--- config.mk ---
export PLATFORM = sky130hd
export DESIGN_NAME = div_iter_flat
export DESIGN_NICKNAME = d
export VERILOG_FILES = /design/src/rtl/div_iter_if.sv /design/src/rtl/div_iter.sv /design/src/flat_wrapper.sv
export SDC_FILE = /design/constraint.sdc
export NUM_CORES = 1
export LEC_CHECK = 0
export BUFFER_PORTS_ARGS = -buffer_cell sky130_fd_sc_hd__buf_4
export CAP_MARGIN = 20
export CORE_ASPECT_RATIO = 0.7
export CORE_MARGIN = 4
export CORE_UTILIZATION = 45
export CTS_BUF_LIST = sky130_fd_sc_hd__clkbuf_16
export DETAILED_ROUTE_END_ITERATION = 8
export GPL_TIMING_DRIVEN = 0
export PLACE_DENSITY = 0.75
export SLEW_MARGIN = 20
export SYNTH_ARGS = -nofsm -noshare
export SYNTH_HDL_FRONTEND = slang
export SYNTH_SLANG_ARGS = --single-unit
--- constraint.sdc ---
create_clock -name clk -period 6.1 [get_ports clk]
set_input_delay 0.305 -clock clk [delete_from_list [all_inputs] [get_ports clk]]
set_output_delay 0.305 -clock clk [all_outputs]
set_load 0.02 [all_outputs]
--- src/rtl/div_iter_if.sv ---
// Request/result bundle between the execute-stage control unit and the
// iterative divider. The control unit is the master; the divider is the slave.
interface div_iter_if #(
  parameter int WIDTH = 32
);
  logic             start;
  logic             sign;
  logic [WIDTH-1:0] a;
  logic [WIDTH-1:0] b;
  logic [WIDTH-1:0] q;
  logic [WIDTH-1:0] r;
  logic             busy;
  logic             done;

  modport master (output start, sign, a, b, input q, r, busy, done);
  modport slave  (input start, sign, a, b, output q, r, busy, done);
endinterface

--- src/rtl/div_iter.sv ---
// Multi-cycle radix-2 restoring divider for DIV/DIVU.
// Operands are reduced to magnitudes on start. One trial subtraction is done
// per cycle for WIDTH cycles. Signs are then applied in a fix-up cycle. q/r
// are registered there and held until the next accepted request.
module div_iter #(
  parameter int WIDTH = 32
) (
  input logic       clk,
  input logic       rst,
  div_iter_if.slave bus
);
  localparam int CW = $clog2(WIDTH) + 1;

  typedef enum logic [1:0] {IDLE, RUN, FIX, DONE} state_t;

  state_t           state, state_nx;
  logic [CW-1:0]    cnt;
  logic [WIDTH-1:0] rem, quo, dvsr;
  logic [WIDTH-1:0] q_reg, r_reg;
  logic             a_sign, b_sign, sgn, b_zero;
  logic             busy, done;
  logic             accept;
  logic             last_iter;
  logic [WIDTH-1:0] a_mag, b_mag;
  logic [WIDTH:0]   shifted, trial;

  // A request is only taken while no divide is in flight.
  assign accept    = bus.start && ((state == IDLE) || (state == DONE));
  assign last_iter = (cnt == CW'(WIDTH - 1));

  // The most-negative value maps to itself. Read unsigned, that is 2^(WIDTH-1).
  assign a_mag = (bus.sign && bus.a[WIDTH-1]) ? -bus.a : bus.a;
  assign b_mag = (bus.sign && bus.b[WIDTH-1]) ? -bus.b : bus.b;

  // Shift the next dividend bit into the partial remainder, then trial-subtract.
  // The partial remainder stays below the divisor, so bit WIDTH of trial is
  // exactly the borrow.
  assign shifted = {rem, quo[WIDTH-1]};
  assign trial   = shifted - {1'b0, dvsr};

  // State register.
  always_ff @(posedge clk) begin
    // NOTE: non-blocking assignments in clocked blocks. Every flop then samples
    // the values from before the edge, whatever order the blocks run in.
    if (rst) state <= IDLE;
    else     state <= state_nx;
  end

  // Next-state logic.
  always_comb begin
    // NOTE: the default comes first, so every path assigns state_nx and no
    // latch is inferred.
    state_nx = state;
    case (state)
      IDLE:    if (accept) state_nx = RUN;
      RUN:     if (last_iter) state_nx = FIX;
      FIX:     state_nx = DONE;
      DONE:    state_nx = accept ? RUN : IDLE;
      default: state_nx = IDLE;
    endcase
  end

  // Status outputs, decoded from the state.
  always_comb begin
    busy = 1'b0;
    done = 1'b0;
    case (state)
      RUN, FIX: busy = 1'b1;
      DONE:     done = 1'b1;
      default:  ;
    endcase
  end

  // Datapath: load operands, iterate, then apply signs into the result registers.
  always_ff @(posedge clk) begin
    if (rst) begin
      cnt    <= '0;
      rem    <= '0;
      quo    <= '0;
      dvsr   <= '0;
      a_sign <= 1'b0;
      b_sign <= 1'b0;
      sgn    <= 1'b0;
      b_zero <= 1'b0;
      q_reg  <= '0;
      r_reg  <= '0;
    end else if (accept) begin
      cnt    <= '0;
      rem    <= '0;
      quo    <= a_mag;
      dvsr   <= b_mag;
      a_sign <= bus.a[WIDTH-1];
      b_sign <= bus.b[WIDTH-1];
      sgn    <= bus.sign;
      b_zero <= (bus.b == '0);
    end else if (state == RUN) begin
      cnt <= cnt + 1'b1;
      if (!trial[WIDTH]) begin
        rem <= trial[WIDTH-1:0];
        quo <= {quo[WIDTH-2:0], 1'b1};
      end else begin
        rem <= shifted[WIDTH-1:0];
        quo <= {quo[WIDTH-2:0], 1'b0};
      end
    end else if (state == FIX) begin
      // With a zero divisor every trial succeeds: quo becomes all ones and rem
      // becomes |a|. The sign fix-up on rem gives back a. The quotient is
      // forced so that it stays all ones whatever the operand signs are.
      if (b_zero)                   q_reg <= '1;
      else if (sgn && (a_sign ^ b_sign)) q_reg <= -quo;
      else                          q_reg <= quo;
      // Truncating division: the remainder takes the sign of the dividend.
      r_reg <= (sgn && a_sign) ? -rem : rem;
    end
  end

  assign bus.q    = q_reg;
  assign bus.r    = r_reg;
  assign bus.busy = busy;
  assign bus.done = done;
endmodule
--- src/flat_wrapper.sv ---
// flat-port wrapper written by rule: the top's interface ports become plain ports
module div_iter_flat 
#(
  parameter int WIDTH = 32
)
  (clk, rst, bus_start, bus_sign, bus_a, bus_b, bus_q, bus_r, bus_busy, bus_done);
  div_iter_if #(.WIDTH(WIDTH)) bus_i ();
  input logic clk;
  input logic rst;
  input wire logic [$bits(bus_i.start)-1:0] bus_start;
  input wire logic [$bits(bus_i.sign)-1:0] bus_sign;
  input wire logic [$bits(bus_i.a)-1:0] bus_a;
  input wire logic [$bits(bus_i.b)-1:0] bus_b;
  output wire logic [$bits(bus_i.q)-1:0] bus_q;
  output wire logic [$bits(bus_i.r)-1:0] bus_r;
  output wire logic [$bits(bus_i.busy)-1:0] bus_busy;
  output wire logic [$bits(bus_i.done)-1:0] bus_done;
  assign bus_i.start = bus_start;
  assign bus_i.sign = bus_sign;
  assign bus_i.a = bus_a;
  assign bus_i.b = bus_b;
  assign bus_q = bus_i.q;
  assign bus_r = bus_i.r;
  assign bus_busy = bus_i.busy;
  assign bus_done = bus_i.done;
  div_iter #(.WIDTH(WIDTH)) u_core (.clk(clk), .rst(rst), .bus(bus_i));
endmodule
==> out/qor_table.md, run 1 <==
| Result | This run | Unit |
| --- | --- | --- |
| Maximum cell stage delay along the critical path | 540 | ps |
| Ratio of routed vias to standard cells | 5.786 | - |
| Cell-by-cell listing of the critical path | inv_1 > ha_1 > fa_1 > nand2b_1 > a21oi_1 > a211o_1 > a31oi_1 > o31a_1 > o21a_1 > a21oi_1 > xnor2_2 > buf_2 > mux2i_1 > a211oi_1 | - |
| Yosys cell types | 59 | - |
| Total half-perimeter wirelength after legalization and detailed placement | 27.72 | mm |
| Cell at the root of the clock tree | sky130_fd_sc_hd__clkbuf_16 | - |
| First-pass GRT wire length | 53.76 | mm |
| Number of core rows | 47 | - |
| Met1 track utilization from global routing | 41.91 | % |
| Number of placed instances with taps included | 1,801 | - |
| Met3 Usage GRT | 7.801 | % |
| Total number of yosys warnings | 0 | - |
| Number of buffer and inverter stages on the critical path | 2 | - |
| Global router's overall resource usage | 25.78 | % |
| Period utilisation layout | 68.21 | % |
| Ys flop type | sky130_fd_sc_hd__dfxtp_1 | - |
| Mean Syn Cell Area | 7.977 | µm² |
| Filler-free cell count of the finished design | 1,833 | - |
| Total of max-cap violations | 0 | - |
| CP max-delay cell | sky130_fd_sc_hd__a21oi_1 | - |
| Final WS setup | 1939 | ps |
| Cell area after layout | 0.01276 | mm² |
| TritonCTS clock tree | done | - |
| Result of the run | complete, no violations | - |
| Gate Count Post-Synth | 1,351 | - |
| Area of the die | 0.02653 | mm² |
| Total wirelength of the detailed-routed design | 34.75 | mm |
| Final worst path period need | 4161 | ps |
| Critical path launch point type | flip-flop | - |
| Origin of the worst min-delay path | bus_b[31] | - |
| Violation count after the first detailed-route iteration | 1,053 | - |
| CTS buffer count | 17 | - |
| Number of global-route vias before repair | 9,495 | - |
| Total chip power | 7.203 | mW |
| Length in cells of the worst reg-to-reg path | 14 | - |
| Cell occurring most often along the worst timing path | sky130_fd_sc_hd__a21oi_1 | - |
| Tightest Hold Check Type | primary input to flip-flop | - |
| Highest clock rate | 0.2403 | GHz |
| Actual transition at the worst max-transition pin | 821.0 | ps |
| Reg-to-reg slack, setup | 1940 | ps |
| Most area-hungry cell type in the Yosys netlist | sky130_fd_sc_hd__dfxtp_1 | - |
| Hold Path End | u_core.dvsr[31] | - |
| Post-DRT Antenna Nets | 0 | - |
| Placed cell area | 0.01217 | mm² |
| Share of final-layout standard cells stronger than drive strength 1 | 11.88 | % |
| Final antenna diode count | 0 | - |
| Seq/Total Area, Yosys | 31.95 | % |
| Power density normalized to cell area | 564.5 | mW/mm² |
| Setup Total Neg Slack | 0 | ps |
| Synth top area cells | sky130_fd_sc_hd__dfxtp_1 32%, sky130_fd_sc_hd__a211oi_1 6.8%, sky130_fd_sc_hd__nor2_1 6.4% | - |
| Number of max-slew violations in the final report | 0 | - |
| Total via count in the routed design | 10.61k | - |
| Data arrival, critical path | 4510 | ps |
| Routed WL per cell | 18.96 | µm |
| Overflow after GRT | 0 | - |
| Routability Congestion | 0.9467 | - |
| Asr flop ratio synth | 0 | % |
| Leakage component of the power | 4.812 | nW |
| Worst hold path stage count | 3 | - |
| Fillcell total | 2,215 | - |
| Setup Slack @ Placement | 2051 | ps |
| Unrepaired setup endpoints after global routing | no | - |
| Maximum fanout count along the critical path | 10 | - |
| Setup crit end kind | flip-flop | - |
| Post-CTS setup repair buffer count | 0 | - |
| Required time of the critical path | 6450 | ps |
| Routing layer with the top usage in global route | met1 | - |
| CTS HTree Levels | 4 | - |
| Area added between synthesis and finish | 18.41 | % |
| Pin count of the biggest net entering global routing | 17 | - |
| Layout net count | 1,613 | - |
| Cell type group with the largest total delay on the critical path | compound AO/OA/AOI/OAI gates | - |
| Worst reg2reg startpoint | u_core.quo[31] | - |
| Insertion delay to the later sink of the worst-skew pair | 440 | ps |
| Initial antenna violation count | 0 | - |
| Starting utilization of the core area | 45.70 | % |
| Worst relative slew slack | 45.27 | % |
| Worst Setup Path Type | flip-flop to flip-flop | - |
| Vertical die dimension | 137.5 | µm |
| Number of sinks handled by clock tree synthesis | 172 | - |
| Clock slew seen by the registers of the worst setup and hold paths | 70 | ps |
| Top-Level Pins | 134 | - |
| Final standard cell utilization of the core | 54.11 | % |
| Post-cts gate resize count | 0 | - |
| Hold buffer count at cts | 0 | - |
| Number of hold-slack violations in the final timing report | 0 | - |
| Fraction of post-synthesis cell area in the top cell type by area | 31.95 | % |
| Number of synthesized register bits | 172 | - |
| Final setup violation count | 0 | - |
| Synthesized area | 0.01078 | mm² |
| Number of port buffers | 132 | - |
| Core area | 0.02358 | mm² |
| Chip width | 193.0 | µm |
| Clock tree skew after final layout | 12.17 | ps |
| Pre-Repair DR Iteration Count | 5 | - |
| Worst r2r dst | u_core.rem[22] | - |
| Met2 track utilization from global routing | 33.02 | % |
| Maximum resistive drop on vdd | 0.2765 | mV |
| DRC | 0 | - |
| Nets in the synthesized netlist | 1,462 | - |
| Largest buffer count on any clock path | 2 | - |
| EDFF count, synth | 0 | - |
| Worst hold-check slack | 141.1 | ps |
==> area by class of cell <==
type | instances | area, µm² | share of cell area, %
Multi-Input combinational cell | 1035 | 6785 | 53.17
Sequential cell | 172 | 3443 | 26.98
Timing Repair Buffer | 132 | 991.0 | 7.765
Clock buffer | 17 | 425.4 | 3.334
Tap cell | 318 | 397.9 | 3.118
Buffer | 83 | 319.1 | 2.500
Inverter | 61 | 229.0 | 1.794
Clock inverter | 15 | 170.2 | 1.333
==> Yosys cell counts (3+ instances only) <==
| cell | number |
|---|---|
| sky130_fd_sc_hd__xnor2_1 | 75 |
| sky130_fd_sc_hd__nand3_1 | 14 |
| sky130_fd_sc_hd__a211oi_1 | 98 |
| sky130_fd_sc_hd__a221oi_1 | 4 |
| sky130_fd_sc_hd__o22ai_1 | 21 |
| sky130_fd_sc_hd__and3_1 | 6 |
| sky130_fd_sc_hd__dfxtp_1 | 172 |
| sky130_fd_sc_hd__a21oi_1 | 102 |
| sky130_fd_sc_hd__inv_1 | 61 |
| sky130_fd_sc_hd__o21ai_0 | 85 |
| sky130_fd_sc_hd__clkbuf_1 | 70 |
| sky130_fd_sc_hd__nand2_1 | 74 |
| sky130_fd_sc_hd__a31oi_1 | 8 |
| sky130_fd_sc_hd__ha_1 | 42 |
| sky130_fd_sc_hd__or3_1 | 22 |
| sky130_fd_sc_hd__o41ai_1 | 10 |
| sky130_fd_sc_hd__o31ai_1 | 20 |
| sky130_fd_sc_hd__nand4_1 | 5 |
| sky130_fd_sc_hd__nor3_1 | 17 |
| sky130_fd_sc_hd__a311oi_1 | 16 |
| sky130_fd_sc_hd__o31a_1 | 3 |
| sky130_fd_sc_hd__nand2b_1 | 15 |
| sky130_fd_sc_hd__a21o_1 | 6 |
| sky130_fd_sc_hd__buf_1 | 9 |
| sky130_fd_sc_hd__or4_1 | 4 |
| sky130_fd_sc_hd__xor2_1 | 64 |
| sky130_fd_sc_hd__nand3b_1 | 6 |
| sky130_fd_sc_hd__nor4_1 | 14 |
| sky130_fd_sc_hd__nor3b_1 | 5 |
| sky130_fd_sc_hd__and2_1 | 7 |
| sky130_fd_sc_hd__o21bai_1 | 6 |
| sky130_fd_sc_hd__o21a_1 | 6 |
| sky130_fd_sc_hd__nor2b_1 | 7 |
| sky130_fd_sc_hd__nor2_1 | 183 |
| sky130_fd_sc_hd__o211ai_1 | 4 |
| sky130_fd_sc_hd__buf_2 | 3 |
| sky130_fd_sc_hd__mux2i_1 | 57 |
==> worst max-delay path by stage <==
stage	start	to	cells past startpoint
finish	u_core.quo[31]	u_core.rem[22]	14
CTS	u_core.quo[31]	u_core.rem[22]	14
detailed placement	u_core.quo[31]	u_core.rem[22]	14
global placement	u_core.quo[31]	u_core.rem[22]	14
global route	u_core.quo[31]	u_core.rem[16]	14
floorplan	u_core.quo[31]	u_core.rem[22]	14
==> power by group <==
group | total (mW) | switching, mW | internal (mW)
clock network | 1.13 | 0.483 | 0.645
registers | 1.88 | 0.402 | 1.47
logic | 4.20 | 2.53 | 1.67
==> layer usage <==
layer	part of all wire [%]	vias up
li1	-	5151
met1	50	4944
met2	37	488
met3	12	22
met4	0.80	0
met5	0	-
==> kinds of logic (layout without fill, tap and decap cells) <==
kind of cell / after synthesis / count (layout) / synth area share [%]
AO/OA/AOI/OAI: 403 / 403 / 24.07
AND/OR/NAND/NOR: 390 / 390 / 16.88
adder cells (fa/ha/maj): 43 / 43 / 5.062
flip-flops: 172 / 172 / 31.95
buffers and inverters: 144 / 308 / 5.085
XOR/XNOR: 140 / 140 / 11.45
multiplexers: 59 / 59 / 5.503
==> cells in the final DEF, fill, tap and decap left out, types with 20 or more instances in the layout <==
cell / synthesis / layout
sky130_fd_sc_hd__dfxtp_1: 172 / 172
sky130_fd_sc_hd__xnor2_1: 75 / 75
sky130_fd_sc_hd__buf_4: 1 / 133
sky130_fd_sc_hd__clkbuf_1: 70 / 70
sky130_fd_sc_hd__a211oi_1: 98 / 98
sky130_fd_sc_hd__a21oi_1: 102 / 102
sky130_fd_sc_hd__o31ai_1: 20 / 20
sky130_fd_sc_hd__o21ai_0: 85 / 85
sky130_fd_sc_hd__o22ai_1: 21 / 21
sky130_fd_sc_hd__mux2i_1: 57 / 57
sky130_fd_sc_hd__inv_1: 61 / 64
sky130_fd_sc_hd__ha_1: 42 / 42
sky130_fd_sc_hd__nor2_1: 183 / 183
sky130_fd_sc_hd__xor2_1: 64 / 64
sky130_fd_sc_hd__or3_1: 22 / 22
sky130_fd_sc_hd__nand2_1: 74 / 74
==> tightest hold or removal path, delay by kind of cell <==
family                 cells  cell delay, ps
buffers and inverters      1             110
AO/OA/AOI/OAI              1              70
AND/OR/NAND/NOR            1              60
No activity file was read; power rests on OpenSTA's default activity.
==> run 2, diff against run 1 <==
--- a/config.mk
+++ b/config.mk
@@ -5,6 +5,7 @@
 export SDC_FILE = /design/constraint.sdc
 export NUM_CORES = 1
 export LEC_CHECK = 0
+export ABC_AREA = 1
 export BUFFER_PORTS_ARGS = -buffer_cell sky130_fd_sc_hd__buf_4
 export CAP_MARGIN = 20
 export CORE_ASPECT_RATIO = 0.7
@@ -13,7 +14,7 @@
 export CTS_BUF_LIST = sky130_fd_sc_hd__clkbuf_16
 export DETAILED_ROUTE_END_ITERATION = 8
 export GPL_TIMING_DRIVEN = 0
-export PLACE_DENSITY = 0.75
+export PLACE_DENSITY = 0.77
 export SLEW_MARGIN = 20
 export SYNTH_ARGS = -nofsm -noshare
 export SYNTH_HDL_FRONTEND = slang
==> constraint.sdc (replaced) <==
create_clock -name clk -period 3.8 [get_ports clk]
set_input_delay 0.19 -clock clk [delete_from_list [all_inputs] [get_ports clk]]
set_output_delay 0.19 -clock clk [all_outputs]
set_load 0.02 [all_outputs]
==> out/qor_table.md, run 2 <==
| Result | This run | Unit | Change |
| --- | --- | --- | --- |
| Synth top area cells | sky130_fd_sc_hd__dfxtp_1 27%, sky130_fd_sc_hd__nand2_1 19%, sky130_fd_sc_hd__inv_1 11% | - |  |
| Post-CTS setup repair buffer count | 0 | - | unchanged |
| Worst reg2reg startpoint | u_core.state[0] | - |  |
| Total via count in the routed design | 14.72k | - | +39% |
| Pin count of the biggest net entering global routing | 17 | - | unchanged |
| Area taken by flip-flops and latches | 0.003443 | mm² | unchanged |
| Area occupied by multi-input gates | 0.007477 | mm² | +10% |
| Synthesized area | 0.01262 | mm² | +17% |
| Worst hold-check slack | 25.09 | ps | -116.0 ps |
| Total of max-cap violations | 0 | - | unchanged |
| Violation count after the first detailed-route iteration | 1,996 | - | +90% |
| Clock tree skew after final layout | 14.39 | ps | +2.219 ps |
| Most common cell after layout, fill and taps aside | sky130_fd_sc_hd__nand2_1 | - |  |
| Tightest Hold Check Type | primary input to flip-flop | - |  |
| Fillcell total | 2,750 | - | +24% |
| Ys flop type | sky130_fd_sc_hd__dfxtp_1 | - |  |
| Final antenna diode count | 0 | - | unchanged |
| EDFF count, synth | 0 | - | unchanged |
| Initial antenna violation count | 0 | - | unchanged |
| Maximum resistive drop on vdd | 0.4598 | mV | +66% |
| Number of max-slew violations in the final report | 0 | - | unchanged |
| Result of the run | complete, no violations | - |  |
| Worst Setup Path Type | flip-flop to flip-flop | - |  |
| Routed WL per cell | 18.09 | µm | -4.6% |
| Reg-to-reg slack, setup | 990 | ps | -950 ps |
| Data arrival, critical path | 3200 | ps | -1310 ps |
| Gate Count Post-Synth | 2,121 | - | +57% |
| Final setup violation count | 0 | - | unchanged |
| Setup crit start | u_core.state[0] | - |  |
| Overflow after GRT | 0 | - | unchanged |
| TritonCTS clock tree | done | - |  |
| Most area-hungry cell type in the Yosys netlist | sky130_fd_sc_hd__dfxtp_1 | - |  |
| Most common cell in the synthesized netlist | sky130_fd_sc_hd__nand2_1 | - |  |
| Period utilisation layout | 74.03 | % | +5.8 points |
| Number of core rows | 50 | - | +6.4% |
| Setup crit end kind | flip-flop | - |  |
| Crit path capture | u_core.quo[18] | - |  |
| Total half-perimeter wirelength after legalization and detailed placement | 39.22 | mm | +42% |
| Number of sinks handled by clock tree synthesis | 172 | - | unchanged |
| Worst relative slew slack | 41.29 | % | -4.0 points |
| Total chip power | 10.20 | mW | +42% |
| Commonest cells in the netlist | 623 x sky130_fd_sc_hd__nand2_1, 356 x sky130_fd_sc_hd__inv_1, 191 x sky130_fd_sc_hd__nor2_1 | - |  |
| Critical path launch point type | flip-flop | - |  |
| Area of the die | 0.03084 | mm² | +16% |
| Pre-Repair DR Iteration Count | 6 | - | +1 |
| Share of final-layout standard cells stronger than drive strength 1 | 10.72 | % | -1.2 points |
| Mean Syn Cell Area | 5.952 | µm² | -25% |
| Number of synthesized register bits | 172 | - | unchanged |
| Routability Congestion | 1.003 | - | +5.9% |
| Chip width | 208.2 | µm | +7.9% |
| Starting utilization of the core area | 46.50 | % | +0.80 points |
| Required time of the critical path | 4190 | ps | -2260 ps |
| Leakage component of the power | 7.379 | nW | +53% |
| Insertion delay to the later sink of the worst-skew pair | 450 | ps | about the same |
| CTS HTree Levels | 4 | - | unchanged |
| Core area | 0.02715 | mm² | +15% |
| First-pass GRT wire length | 72.02 | mm | +34% |
| Asr flop ratio synth | 0 | % | unchanged |
| DRC | 0 | - | unchanged |
| Top-Level Pins | 134 | - | unchanged |
| Number of port buffers | 132 | - | unchanged |
| Highest clock rate | 0.3555 | GHz | +48% |
| Unrepaired setup endpoints after global routing | no | - |  |
| Top library cells by usage in the layout, fill and taps aside | 623 x sky130_fd_sc_hd__nand2_1, 356 x sky130_fd_sc_hd__inv_1, 191 x sky130_fd_sc_hd__nor2_1, 172 x sky130_fd_sc_hd__dfxtp_1, 164 x sky130_fd_sc_hd__nand3_1 | - |  |
| Nets in the synthesized netlist | 2,232 | - | +53% |
| Number of hold-slack violations in the final timing report | 0 | - | unchanged |
| Yosys cell types | 51 | - | -14% |
| Placed cell area | 0.01407 | mm² | +16% |
| CTS buffer count | 17 | - | unchanged |
| Setup Total Neg Slack | 0 | ps | unchanged |
| Filler-free cell count of the finished design | 2,650 | - | +45% |
| Final worst path period need | 2813 | ps | -1347 ps |
| Area added between synthesis and finish | 16.45 | % |  |
| Post-DRT Antenna Nets | 0 | - | unchanged |
| Total wirelength of the detailed-routed design | 47.94 | mm | +38% |
| Cell at the root of the clock tree | sky130_fd_sc_hd__clkbuf_16 | - |  |
| Clock slew seen by the registers of the worst setup and hold paths | 70 | ps | about the same |
| Vertical die dimension | 148.1 | µm | +7.8% |
| Maximum fanout count along the critical path | 10 | - | unchanged |
| Largest buffer count on any clock path | 2 | - | unchanged |
| Global router's overall resource usage | 29.76 | % | +4.0 points |
| Worst r2r dst | u_core.quo[18] | - |  |
| Number of placed instances with taps included | 2,617 | - | +45% |
| Ratio of routed vias to standard cells | 5.554 | - | -4.0% |
| Total number of yosys warnings | 0 | - | unchanged |
| Fraction of post-synthesis cell area in the top cell type by area | 27.27 | % | -4.7 points |
| Power density normalized to cell area | 693.7 | mW/mm² | +23% |
| Seq/Total Area, Yosys | 27.27 | % | -4.7 points |
| Length in cells of the worst reg-to-reg path | 10 | - | -4 |
| Layout net count | 2,385 | - | +48% |
| Number of global-route vias before repair | 12.67k | - | +33% |
| Cell area after layout | 0.01470 | mm² | +15% |
| Actual transition at the worst max-transition pin | 880.6 | ps | +59.63 ps |
run 2: cell count changes in the layout (fill, tap and decap cells not counted), sizes merged, moves of 18 or more:
cell,delta
a211oi,-97
a31oi,+18
clkbuf,-22
inv,+305
mux2i,-57
nand2,+568
nand3,+153
nor3,+21
o21ai,+38
or3,-24
xnor2,-72
xor2,-37
run 2: how the worst min path moves through the flow:
stage,from,endpoint,slack (ps),depth (start not counted)
2_1_floorplan,bus_sign,u_core.sgn,300,2
3_3_place_gp,u_core.dvsr[23],u_core.dvsr[23],450,2
4_1_cts,bus_sign,u_core.sgn,20,3
6_report,bus_sign,u_core.sgn,30,3
5_1_grt,bus_sign,u_core.sgn,30,3
3_5_place_dp,bus_b[31],u_core.b_sign,450,2
run 2: kinds of logic after synthesis:
group,count (synthesis),synth area share (%)
simple gates,1096,37.06
fa+ha+maj,43,4.321
compound gates,339,15.70
flops,172,27.27
xor+xnor,31,2.151
buf+inv,440,13.50
run 2: area by class of cell:
class | count | share of cell area [%]
sequential | 172 | 23.42
inverter | 371 | 9.472
multi-input combinational | 1509 | 50.86
timing repair buffer | 134 | 6.877
clock inverter | 14 | 1.260
buffer | 69 | 2.119
tap | 364 | 3.098
clock buffer | 17 | 2.894
run 2: routing by layer:
metal	routed length, µm	GRT usage, %	vias to the layer above
met5	0	0	-
met4	709	5.350	0
met3	6529	8.497	63
met2	17710	38.56	856
met1	22990	48.05	6688
li1	-	-	7111
run 2: where the power goes:
| group | switching [mW] | total [mW] | internal [mW] |
|---|---|---|---|
| Combinational | 3.92 | 5.66 | 1.74 |
| Clock | 0.825 | 1.88 | 1.05 |
| Sequential | 0.425 | 2.66 | 2.24 |
| Total | 5.17 | 10.2 | 5.03 |
run 2: critical path, stage by stage (launching register included):
cell,delay [ps]
sky130_fd_sc_hd__dfxtp_1,430
sky130_fd_sc_hd__inv_1,120
sky130_fd_sc_hd__ha_1,340
sky130_fd_sc_hd__nor2_2,410
sky130_fd_sc_hd__inv_2,210
sky130_fd_sc_hd__nor2_1,240
sky130_fd_sc_hd__inv_2,130
sky130_fd_sc_hd__clkbuf_1,310
sky130_fd_sc_hd__a21oi_1,210
sky130_fd_sc_hd__o21ai_0,210
sky130_fd_sc_hd__nand2_1,120
run 2: per-stage QoR:
stage	worst slack (ps)	util, %
after detailed placement	1091	51.82
final	986.7	54.15
after CTS	1065	54.15
after global placement	1110	51.82
after floorplan	1639	-
after global routing	822.2	54.15
run 2: what timing repair did:
action,4_1_cts,5_1_grt
endpoints found under the hold margin,2,0
resized for setup,0,0
hold buffers,2,0
